$ cat src/rtl/ekf_stage_sched_if.sv
// Host/RSA-facing signal bundle for ekf_stage_sched.
// slave is the scheduler side; master is the host + RSA side.
interface ekf_stage_sched_if #(
    parameter int unsigned ROW_LEN = 10
);
    logic               req_val;
    logic               req_rdy;
    logic [2:0]         req_stage;
    logic [ROW_LEN-1:0] req_lk;
    logic [2:0]         stage_val;
    logic [2:0]         stage_rdy;
    logic               stage_done;
    logic [ROW_LEN-1:0] landmark_num;
    logic [ROW_LEN-1:0] l_k;
    logic               busy;
    logic               done_pulse;
    logic               err;
    logic [1:0]         err_code;

    modport slave (
        input  req_val, req_stage, req_lk, stage_rdy, stage_done,
        output req_rdy, stage_val, landmark_num, l_k, busy, done_pulse, err, err_code
    );

    modport master (
        output req_val, req_stage, req_lk, stage_rdy, stage_done,
        input  req_rdy, stage_val, landmark_num, l_k, busy, done_pulse, err, err_code
    );
endinterface

$ cat src/rtl/ekf_stage_sched.sv
// EKF stage scheduler: queues PRD/NEW/UPD requests, validates, launches to RSA and retires.
// Optional watchdog on ISSUE/RUN enabled by defining STAGE_TIMEOUT_EN.
module ekf_stage_sched #(
    parameter int unsigned ROW_LEN = 10,
    parameter int unsigned QDEPTH  = 4,
    parameter int unsigned TMO_CYC = 4096
) (
    input  logic               clk,
    input  logic               sys_rst,
    ekf_stage_sched_if.slave   bus
);
    localparam int unsigned AW     = $clog2(QDEPTH);
    localparam logic [2:0]  ST_PRD = 3'b001;
    localparam logic [2:0]  ST_NEW = 3'b010;
    localparam logic [2:0]  ST_UPD = 3'b100;

    typedef enum logic [1:0] {IDLE, ISSUE, RUN, RETIRE} state_t;

    state_t             r_state;
    state_t             w_state_nxt;

    logic [2:0]         r_fifo_stage [QDEPTH];
    logic [ROW_LEN-1:0] r_fifo_lk    [QDEPTH];
    logic [AW-1:0]      r_wr_ptr;
    logic [AW-1:0]      r_rd_ptr;
    logic [AW:0]        r_count;

    logic               w_full;
    logic               w_push;
    logic               w_pop;
    logic [2:0]         w_head_stage;
    logic [ROW_LEN-1:0] w_head_lk;
    logic [1:0]         w_chk_code;
    logic               w_launch;
    logic               w_tmo;

    logic [2:0]         r_cur_stage;
    logic [ROW_LEN-1:0] r_landmark_num;
    logic [ROW_LEN-1:0] r_l_k;
    logic               r_err;
    logic [1:0]         r_err_code;

    logic [2:0]         w_stage_val;
    logic               w_busy;
    logic               w_done_pulse;

    assign w_full       = (r_count == (AW+1)'(QDEPTH));
    assign w_push       = bus.req_val && !w_full;
    assign w_pop        = (r_state == IDLE) && (r_count != '0);
    assign w_head_stage = r_fifo_stage[r_rd_ptr];
    assign w_head_lk    = r_fifo_lk[r_rd_ptr];
    assign w_launch     = |(r_cur_stage & bus.stage_rdy);

    always_comb begin
        w_chk_code = 2'b00;
        if (!(w_head_stage inside {ST_PRD, ST_NEW, ST_UPD}))
            w_chk_code = 2'b01;
        else if ((w_head_stage == ST_UPD) && (w_head_lk >= r_landmark_num))
            w_chk_code = 2'b10;
        else if ((w_head_stage == ST_NEW) && (r_landmark_num == '1))
            w_chk_code = 2'b10;
    end

`ifdef STAGE_TIMEOUT_EN
    localparam int unsigned TW = $clog2(TMO_CYC + 1);
    logic [TW-1:0] r_tmo_cnt;

    // Any state change clears the count, which covers entry to ISSUE and RUN.
    always_ff @(posedge clk or negedge sys_rst) begin
        if (!sys_rst)
            r_tmo_cnt <= '0;
        else if (w_state_nxt != r_state)
            r_tmo_cnt <= '0;
        else if ((r_state == ISSUE) || (r_state == RUN))
            r_tmo_cnt <= r_tmo_cnt + TW'(1);
    end

    assign w_tmo = ((r_state == ISSUE) || (r_state == RUN)) &&
                   (r_tmo_cnt == TW'(TMO_CYC - 1));
`else
    assign w_tmo = 1'b0;
`endif

    always_ff @(posedge clk or negedge sys_rst) begin
        if (!sys_rst)
            r_state <= IDLE;
        else
            r_state <= w_state_nxt;
    end

    always_comb begin
        w_state_nxt = r_state;
        case (r_state)
            IDLE:    if (w_pop && (w_chk_code == 2'b00)) w_state_nxt = ISSUE;
            ISSUE:   if (w_launch)                       w_state_nxt = RUN;
                     else if (w_tmo)                     w_state_nxt = IDLE;
            RUN:     if (bus.stage_done)                 w_state_nxt = RETIRE;
                     else if (w_tmo)                     w_state_nxt = IDLE;
            RETIRE:                                      w_state_nxt = IDLE;
            default:                                     w_state_nxt = IDLE;
        endcase
    end

    always_comb begin
        w_stage_val  = '0;
        w_busy       = 1'b1;
        w_done_pulse = 1'b0;
        case (r_state)
            IDLE:    w_busy       = 1'b0;
            ISSUE:   w_stage_val  = r_cur_stage;
            RETIRE:  w_done_pulse = 1'b1;
            default: ;
        endcase
    end

    always_ff @(posedge clk) begin
        if (w_push) begin
            r_fifo_stage[r_wr_ptr] <= bus.req_stage;
            r_fifo_lk[r_wr_ptr]    <= bus.req_lk;
        end
    end

    always_ff @(posedge clk or negedge sys_rst) begin
        if (!sys_rst) begin
            r_wr_ptr       <= '0;
            r_rd_ptr       <= '0;
            r_count        <= '0;
            r_cur_stage    <= '0;
            r_landmark_num <= '0;
            r_l_k          <= '0;
            r_err          <= 1'b0;
            r_err_code     <= '0;
        end else begin
            r_err <= 1'b0;
            if (w_push) r_wr_ptr <= r_wr_ptr + AW'(1);
            if (w_pop)  r_rd_ptr <= r_rd_ptr + AW'(1);
            case ({w_push, w_pop})
                2'b10:   r_count <= r_count + (AW+1)'(1);
                2'b01:   r_count <= r_count - (AW+1)'(1);
                default: ;
            endcase

            if (w_pop) begin
                if (w_chk_code != 2'b00) begin
                    r_err      <= 1'b1;
                    r_err_code <= w_chk_code;
                end else begin
                    r_cur_stage <= w_head_stage;
                    if (w_head_stage == ST_UPD) r_l_k <= w_head_lk;
                end
            end

            // Only the watchdog leaves ISSUE/RUN straight to IDLE.
            if (w_tmo && (w_state_nxt == IDLE)) begin
                r_err      <= 1'b1;
                r_err_code <= 2'b11;
            end

            if ((r_state == RETIRE) && (r_cur_stage == ST_NEW))
                r_landmark_num <= r_landmark_num + ROW_LEN'(1);
        end
    end

    assign bus.req_rdy      = !w_full;
    assign bus.stage_val    = w_stage_val;
    assign bus.landmark_num = r_landmark_num;
    assign bus.l_k          = r_l_k;
    assign bus.busy         = w_busy;
    assign bus.done_pulse   = w_done_pulse;
    assign bus.err          = r_err;
    assign bus.err_code     = r_err_code;
endmodule

$ cat src/flat_wrapper.sv
// flat-port wrapper written by rule: the top's interface ports become plain ports
module ekf_stage_sched_flat 
#(
    parameter int unsigned ROW_LEN = 10,
    parameter int unsigned QDEPTH  = 4,
    parameter int unsigned TMO_CYC = 4096
)
  (clk, sys_rst, bus_req_val, bus_req_stage, bus_req_lk, bus_stage_rdy, bus_stage_done, bus_req_rdy, bus_stage_val, bus_landmark_num, bus_l_k, bus_busy, bus_done_pulse, bus_err, bus_err_code);
  ekf_stage_sched_if #(.ROW_LEN(ROW_LEN)) bus_i ();
  input  logic clk;
  input  logic sys_rst;
  input wire logic [$bits(bus_i.req_val)-1:0] bus_req_val;
  input wire logic [$bits(bus_i.req_stage)-1:0] bus_req_stage;
  input wire logic [$bits(bus_i.req_lk)-1:0] bus_req_lk;
  input wire logic [$bits(bus_i.stage_rdy)-1:0] bus_stage_rdy;
  input wire logic [$bits(bus_i.stage_done)-1:0] bus_stage_done;
  output wire logic [$bits(bus_i.req_rdy)-1:0] bus_req_rdy;
  output wire logic [$bits(bus_i.stage_val)-1:0] bus_stage_val;
  output wire logic [$bits(bus_i.landmark_num)-1:0] bus_landmark_num;
  output wire logic [$bits(bus_i.l_k)-1:0] bus_l_k;
  output wire logic [$bits(bus_i.busy)-1:0] bus_busy;
  output wire logic [$bits(bus_i.done_pulse)-1:0] bus_done_pulse;
  output wire logic [$bits(bus_i.err)-1:0] bus_err;
  output wire logic [$bits(bus_i.err_code)-1:0] bus_err_code;
  assign bus_i.req_val = bus_req_val;
  assign bus_i.req_stage = bus_req_stage;
  assign bus_i.req_lk = bus_req_lk;
  assign bus_i.stage_rdy = bus_stage_rdy;
  assign bus_i.stage_done = bus_stage_done;
  assign bus_req_rdy = bus_i.req_rdy;
  assign bus_stage_val = bus_i.stage_val;
  assign bus_landmark_num = bus_i.landmark_num;
  assign bus_l_k = bus_i.l_k;
  assign bus_busy = bus_i.busy;
  assign bus_done_pulse = bus_i.done_pulse;
  assign bus_err = bus_i.err;
  assign bus_err_code = bus_i.err_code;
  ekf_stage_sched #(.ROW_LEN(ROW_LEN), .QDEPTH(QDEPTH), .TMO_CYC(TMO_CYC)) u_core (.clk(clk), .sys_rst(sys_rst), .bus(bus_i));
endmodule
$ cat config.mk
export PLATFORM = sky130hd
export DESIGN_NAME = ekf_stage_sched_flat
export DESIGN_NICKNAME = d
export VERILOG_FILES = /design/src/rtl/ekf_stage_sched_if.sv /design/src/rtl/ekf_stage_sched.sv /design/src/flat_wrapper.sv
export SDC_FILE = /design/constraint.sdc
export NUM_CORES = 1
export LEC_CHECK = 0
export ABC_CLOCK_PERIOD_IN_PS = 10970
export CAP_MARGIN = 40
export CORE_ASPECT_RATIO = 0.5
export CORE_UTILIZATION = 53
export DETAILED_ROUTE_END_ITERATION = 8
export PLACE_DENSITY = 0.78
export SETUP_SLACK_MARGIN = 0.5
export SYNTH_ARGS = -nofsm -noshare
export SYNTH_HDL_FRONTEND = slang
export SYNTH_SLANG_ARGS = --single-unit
$ cat constraint.sdc
create_clock -name clk -period 10.97 [get_ports clk]
set_input_delay 3.291 -clock clk [delete_from_list [all_inputs] [get_ports clk]]
set_output_delay 3.291 -clock clk [all_outputs]
set_load 0.02 [all_outputs]
==> out/metrics.cfg <==
[outcome]
status=finished clean

[synthesis]
syn_area_sq_um=3890
yosys_most_used_dff=edfxtp_1
synth-seq-cells=87
syn_area_per_cell_sq_um=14.9
synth_cell_types=41
synth_edf_count=52
ys_async_sr_fraction_pct=40.2
ys_seq_area_share_pct=62.6
synth_warnings=0
syn_inst=262
syn_nets=304

[floorplan]
num_io_pins=49
fp.dieArea_sq_um=7710
die_y_um=62.6
die-width_um=123
coreArea_sq_um=6880
initial_core_util_pct=56.5
rows=21

[layout]
n_fill_cell=463
drive_gt1_share_pct=13.9
seq_area_sq_um=2440
multi_input_area_sq_um=1340
layout_common_cells=edfxtp_1 (52), clkdlybuf4s50_1 (48), dfrtp_1 (35), inv_1 (26), ha_1 (21)
area_growth_pct=23.6
layout_commonest_cell=edfxtp_1
final_nets=362
antenna_cells=0

[power]
fin_total_pwr_mw=1.34
ir_drop_mv=0.130
p_leak_nw=1.86
pwr_density_cell_nw_per_um2=278

[setup_path]
crit_path_max_fanout=6
crit_arrival_ns=1.81
worst_ep_required_time_ns=7.68
path_class=reg -> out
cp-start-kind=flip-flop
endpoint_kind=primary output

[routing]
dr.pass1.iters=4
routedWlPerCell_um=18.4
vias_per_cell=5.52
drtIter0Drc=150
wirelength_um=7650
vias=2296
drc_errors=0
ant_nets=0

[sta]
worst_slew_pin_slew_ns=0.673
drv_slew=0
fin_worst_skew_ns=0.00559
setup_viol=0
rsz0062_at_grt=false
min_period_ns=5.10
setup_slack_ns=5.87
slew_headroom_pct=55.1
final_hold_viol_count=0
max_freq_mhz=196
tns_ns=0
whs_ns=0.513
fin_crit_sh_pct=46.5

[worst_hold_path]
hp-class=reg -> reg

[clock_network]
cts.path.max_buffers=2
htree_levels=3
post_cts_resized=0
cts_buffers=9
tritoncts=done
cts_hold_buf=0
clk_pin_slew_ns=0.06
cts_setup_buffers=0
clkLatencyLatePin_ns=0.34
clock-sinks=87
cts_root_buf=clkbuf_16

[global_routing]
overflow=0
grt_pass1_wl_um=12600
grt_max_degree=36
grt.total_usage_pct=22.9
grt_antenna_before_repair=0
grt_pass1_vias=2473

[run]
maxCapViolations=0

[place]
port_buffers=48
gp_congestion=0.828
hpwl_um=5370
place_ws_ns=5.85

worst max-delay path, cell delays in order, from the launching register on:
cell             delay (ns)
dfrtp_1                0.41
inv_1                  0.11
ha_1                   0.29
inv_1                  0.08
clkdlybuf4s50_1        0.59
metal layers:
| metal | vias to the layer above | global-route usage [%] | wire length (um) |
|---|---|---|---|
| met2 | 53 | 35.3 | 3690 |
| met1 | 1148 | 30.2 | 3490 |
| li1 | 1082 | - | - |
| met4 | 0 | 8.43 | 128 |
| met5 | - | 0 | 0 |
| met3 | 13 | 7.85 | 337 |
through the flow:
step | instance area (sq um) | utilization [%] | cells
after floorplan | 3890 | - | 262
after global placement | 4470 | 65.0 | 398
after detailed placement | 4520 | 65.7 | 401
after CTS | 4810 | 69.9 | 416
after global routing | 4810 | 69.9 | 416
final | 4810 | 69.9 | 416
cells by family (layout without fill, tap and decap cells):
family          after synthesis  after routing  share of synthesized area, %
fa+ha+maj                    22             22                          7.26
mux                          25             25                          11.2
compound gates               28             28                          4.63
xor+xnor                     17             17                          3.83
flops                        87             87                          62.6
buf+inv                      31             93                          3.21
simple gates                 52             52                          7.26
sequential cells by signal, summed over array words and instances, names as in the netlist:
signal,cells
u_core.bus.err,1
u_core.bus.err_code,2
u_core.bus.l_k,10
u_core.bus.landmark_num,10
u_core.r_count,3
u_core.r_cur_stage,3
u_core.r_fifo_lk,40
u_core.r_fifo_stage,12
u_core.r_rd_ptr,2
u_core.r_state,2
u_core.r_wr_ptr,2
cell type report:
type,instances,area share (%)
Clock inverter,5,1.25
Inverter,26,2.03
Multi-Input combinational cell,144,27.8
Timing Repair Buffer,52,11.1
Clock buffer,10,4.76
Sequential cell,87,50.7
Tap cell,92,2.39
cell usage after synthesis, types with 2 or more instances:
cell | number | area share (%)
mux4_1 | 2 | 1.4
a21oi_1 | 4 | 0.51
nor2_1 | 7 | 0.68
or3_1 | 2 | 0.32
a211oi_1 | 3 | 0.58
nand3_1 | 4 | 0.51
nand4_1 | 6 | 0.96
nor3_1 | 3 | 0.39
nand2_1 | 13 | 1.3
mux4_2 | 11 | 6.4
xnor2_1 | 13 | 2.9
o21ai_0 | 9 | 1.2
nor3b_1 | 2 | 0.39
buf_1 | 2 | 0.19
edfxtp_1 | 52 | 40
mux2_2 | 12 | 3.5
dfrtp_1 | 35 | 23
a41oi_1 | 2 | 0.45
xor2_1 | 4 | 0.90
and3_1 | 4 | 0.64
inv_1 | 26 | 2.5
ha_1 | 21 | 6.8
a21o_1 | 2 | 0.39
and2_1 | 6 | 0.96
final timing paths:
| check | start | endpoint | slack (ns) | depth (start not counted) |
|---|---|---|---|---|
| setup / recovery | u_core.r_state[0]$_DFFE_PN0P_ | bus_busy | 5.87 | 4 |
| hold / removal | u_core.r_count[2]$_DFFE_PN0P_ | u_core.r_count[2]$_DFFE_PN0P_ | 0.51 | 1 |
| setup reg to reg | u_core.r_rd_ptr[1]$_DFFE_PN0P_ | u_core.bus.l_k[5]$_DFFE_PN0P_ | 7.57 | 8 |
| hold reg to reg | u_core.r_count[2]$_DFFE_PN0P_ | u_core.r_count[2]$_DFFE_PN0P_ | 0.51 | 1 |
| max in group asynchronous | sys_rst | u_core.r_state[1]$_DFFE_PN0P_ | 7.30 | 2 |
| min in group asynchronous | sys_rst | u_core.bus.landmark_num[0]$_DFFE_PN0P_ | 3.37 | 2 |
power breakdown:
part / switching (mW) / internal [mW] / total [mW]
logic: 0.285 / 0.254 / 0.539
clock network: 0.121 / 0.175 / 0.296
registers: 0.0633 / 0.440 / 0.504
total: 0.469 / 0.870 / 1.34
Power figures use the tool's default switching activity.
==> patch: new RTL, config.mk and constraints unchanged <==
`QDEPTH` is set to 4 in 2 places; all go to 8.
--- a/src/rtl/ekf_stage_sched.sv
+++ b/src/rtl/ekf_stage_sched.sv
@@ -2,7 +2,7 @@
 // Optional watchdog on ISSUE/RUN enabled by defining STAGE_TIMEOUT_EN.
 module ekf_stage_sched #(
     parameter int unsigned ROW_LEN = 10,
-    parameter int unsigned QDEPTH  = 4,
+    parameter int unsigned QDEPTH  = 8,
     parameter int unsigned TMO_CYC = 4096
 ) (
     input  logic               clk,
--- a/src/flat_wrapper.sv
+++ b/src/flat_wrapper.sv
@@ -2,7 +2,7 @@
 module ekf_stage_sched_flat 
 #(
     parameter int unsigned ROW_LEN = 10,
-    parameter int unsigned QDEPTH  = 4,
+    parameter int unsigned QDEPTH  = 8,
     parameter int unsigned TMO_CYC = 4096
 )
   (clk, sys_rst, bus_req_val, bus_req_stage, bus_req_lk, bus_stage_rdy, bus_stage_done, bus_req_rdy, bus_stage_val, bus_landmark_num, bus_l_k, bus_busy, bus_done_pulse, bus_err, bus_err_code);
Behaviour: not the same (a bounded check fails within 10 cycles, from zero or initial values and one cycle with sys_rst low).
==> patch against the original RTL <==
- setup slack got worse by 51 ps
- sequential cell count increased by 55
- area after synthesis is 56% higher
- wire length rose by 60%
- final area grew 53%
- via count increased by 47%
- first-iteration DRC count grew 30%
- total power increased by 6.5%
- largest cell class unchanged
==> patch: results (changes against the original RTL) <==
GRT.MET2_USAGE_PCT=35.62  # +0.35 points
TIMING.CLOCK.SKEW_PS=9.483  # +3.894 ps
POST-PLACE-CELLS=555  # +38%
CLOCK_SLEW_AT_THE_REGISTER_CLOCK_PINS_OF_THE_WORST_SETUP_AND_HOLD_PATHS_PS=60  # about the same
NET_COUNT_OF_THE_FINISHED_LAYOUT=471  # +30%
CTS_BUFFERS=17  # +8
FILLCELLCOUNT=734  # +59%
DP.FINAL_HPWL_MICRONS=7985  # +49%
OUTCOME='completed'
GROUTE.LAYER.MET3.USAGE_PCT=5.754  # -2.1 points
SETUP.REG_TO_REG.WORST_SLACK_PS=7260  # -310 ps
WORSTSETUPENDPOINT='bus_stage_val[1]'
GRT_FIRST_PASS_WIRELENGTH_MICRONS=19480  # +55%
SYNTH-ADDER-AREA-SHARE_PCT=4.659  # -2.6 points
DRTPASS1ITERATIONS=5  # +1
FINALWIRELENGTH_MICRONS=12210  # +60%
YOSYS-TOP-CELLS-COUNT='edfxtp_1, dfrtp_1, mux4_2'
REG2REGPATHDEPTH=10  # +2
YOSYS-MUX-AREA-FRACTION_PCT=14.24  # +3.1 points
TIMING.RR.END='u_core.r_state[1]$_DFFE_PN0P_'
ROUTE.VIAS.TOTAL=3367  # +47%
YS_SEQ_AREA_SHARE_PCT=67.12  # +4.5 points
SETUP_WS_PS=5815  # -50.82 ps
SYNTH_ENABLE_FLOP_CELLS=104  # +100%
DP_WORST_SETUP_SLACK_PS=5531  # -317.5 ps
TIMING.CRITICAL_PATH.MAX_DELAY_FAMILY='buffers and inverters'
GLOBALROUTETOTALUTIL_PCT=22.63  # -0.26 points
DRT_ITER0_DRC=195  # +30%
DPL_CELL_AREA_SQ_UM=6780  # +50%
REG.LARGEST.LIST='u_core.r_fifo_lk x80, u_core.r_fifo_stage x24'
WORSTSKEWPAIRLATENCY_PS=420  # +80 ps
SYNTH.TOP_CELLS.BY_AREA='edfxtp_1, dfrtp_1, mux4_2'
WL_PER_CELL_MICRONS=20.84  # +13%
TIMING.CRITICAL_PATH.FANOUT_MAX=4  # -2
ROUTABILITYCONGESTION=0.7816  # -5.6%
HOLD_PATH.STARTPOINT='u_core.bus.err_code[0]$_DFFE_PN0P_'
LARGEST_NET_DEGREE_AT_THE_START_OF_GLOBAL_ROUTING=39  # +8.3%
YOSYS.AREA_SHARE.XOR_XNOR_PCT=2.453  # -1.4 points
CRITICAL_PATH.REG2REG.STARTPOINT='u_core.r_rd_ptr[0]$_DFFE_PN0P_'
ASYNC_FLOP_SHARE_PCT=26.76  # -13 points
SYNTH-COMPOUND-AREA-SHARE_PCT=3.608  # -1.0 points
STARTPOINT='u_core.r_state[1]$_DFFE_PN0P_'
CRITPATHARRIVALTIME_PS=1860  # +50 ps
SYNTH_CELL_TYPES=44  # +7.3%
POST_SYNTH_INST_COUNT=359  # +37%
DRIVE_GT1_SHARE_PCT=21.77  # +7.9 points
TERMINATING_PIN_OF_THE_WORST_HOLD_PATH='u_core.bus.err_code[0]$_DFFE_PN0P_'
LEAKAGEPOWER_uW=0.002658  # +43%
[patch: changes by cell type after synthesis, sizes merged, moves of 5 or more]
cell / change
inv: -7
edfxtp: +52
mux2i: +6
nand2: +5
nand3: +5
mux2: +10
nor3: +7
mux4: +11
[patch: routing by layer]
metal,wire length [microns],vias to the layer above,share of wire [%]
met3,749,23,6.1
met5,0,-,0
li1,-,1523,-
met2,5852,119,48
met1,5367,1702,44
met4,241,0,2.0
[patch: where the power goes]
group	leakage [uW]	switching (uW)	internal (uW)
clock	0.000280	221	358
combinational	0.000922	91.2	65.0
sequential	0.00146	37.9	652
total	0.00266	350	1080
[patch: final cells by class]
type                            count  area (sq um)  share of cell area [%]
Clock buffer                       19         432.9                   5.870
Clock inverter                     12         161.4                   2.189
Timing Repair Buffer               61         579.3                   7.855
Multi-Input combinational cell    188          1874                   25.42
Sequential cell                   142          4074                   55.24
Inverter                           19         71.32                  0.9671
Tap cell                          145         181.4                   2.460
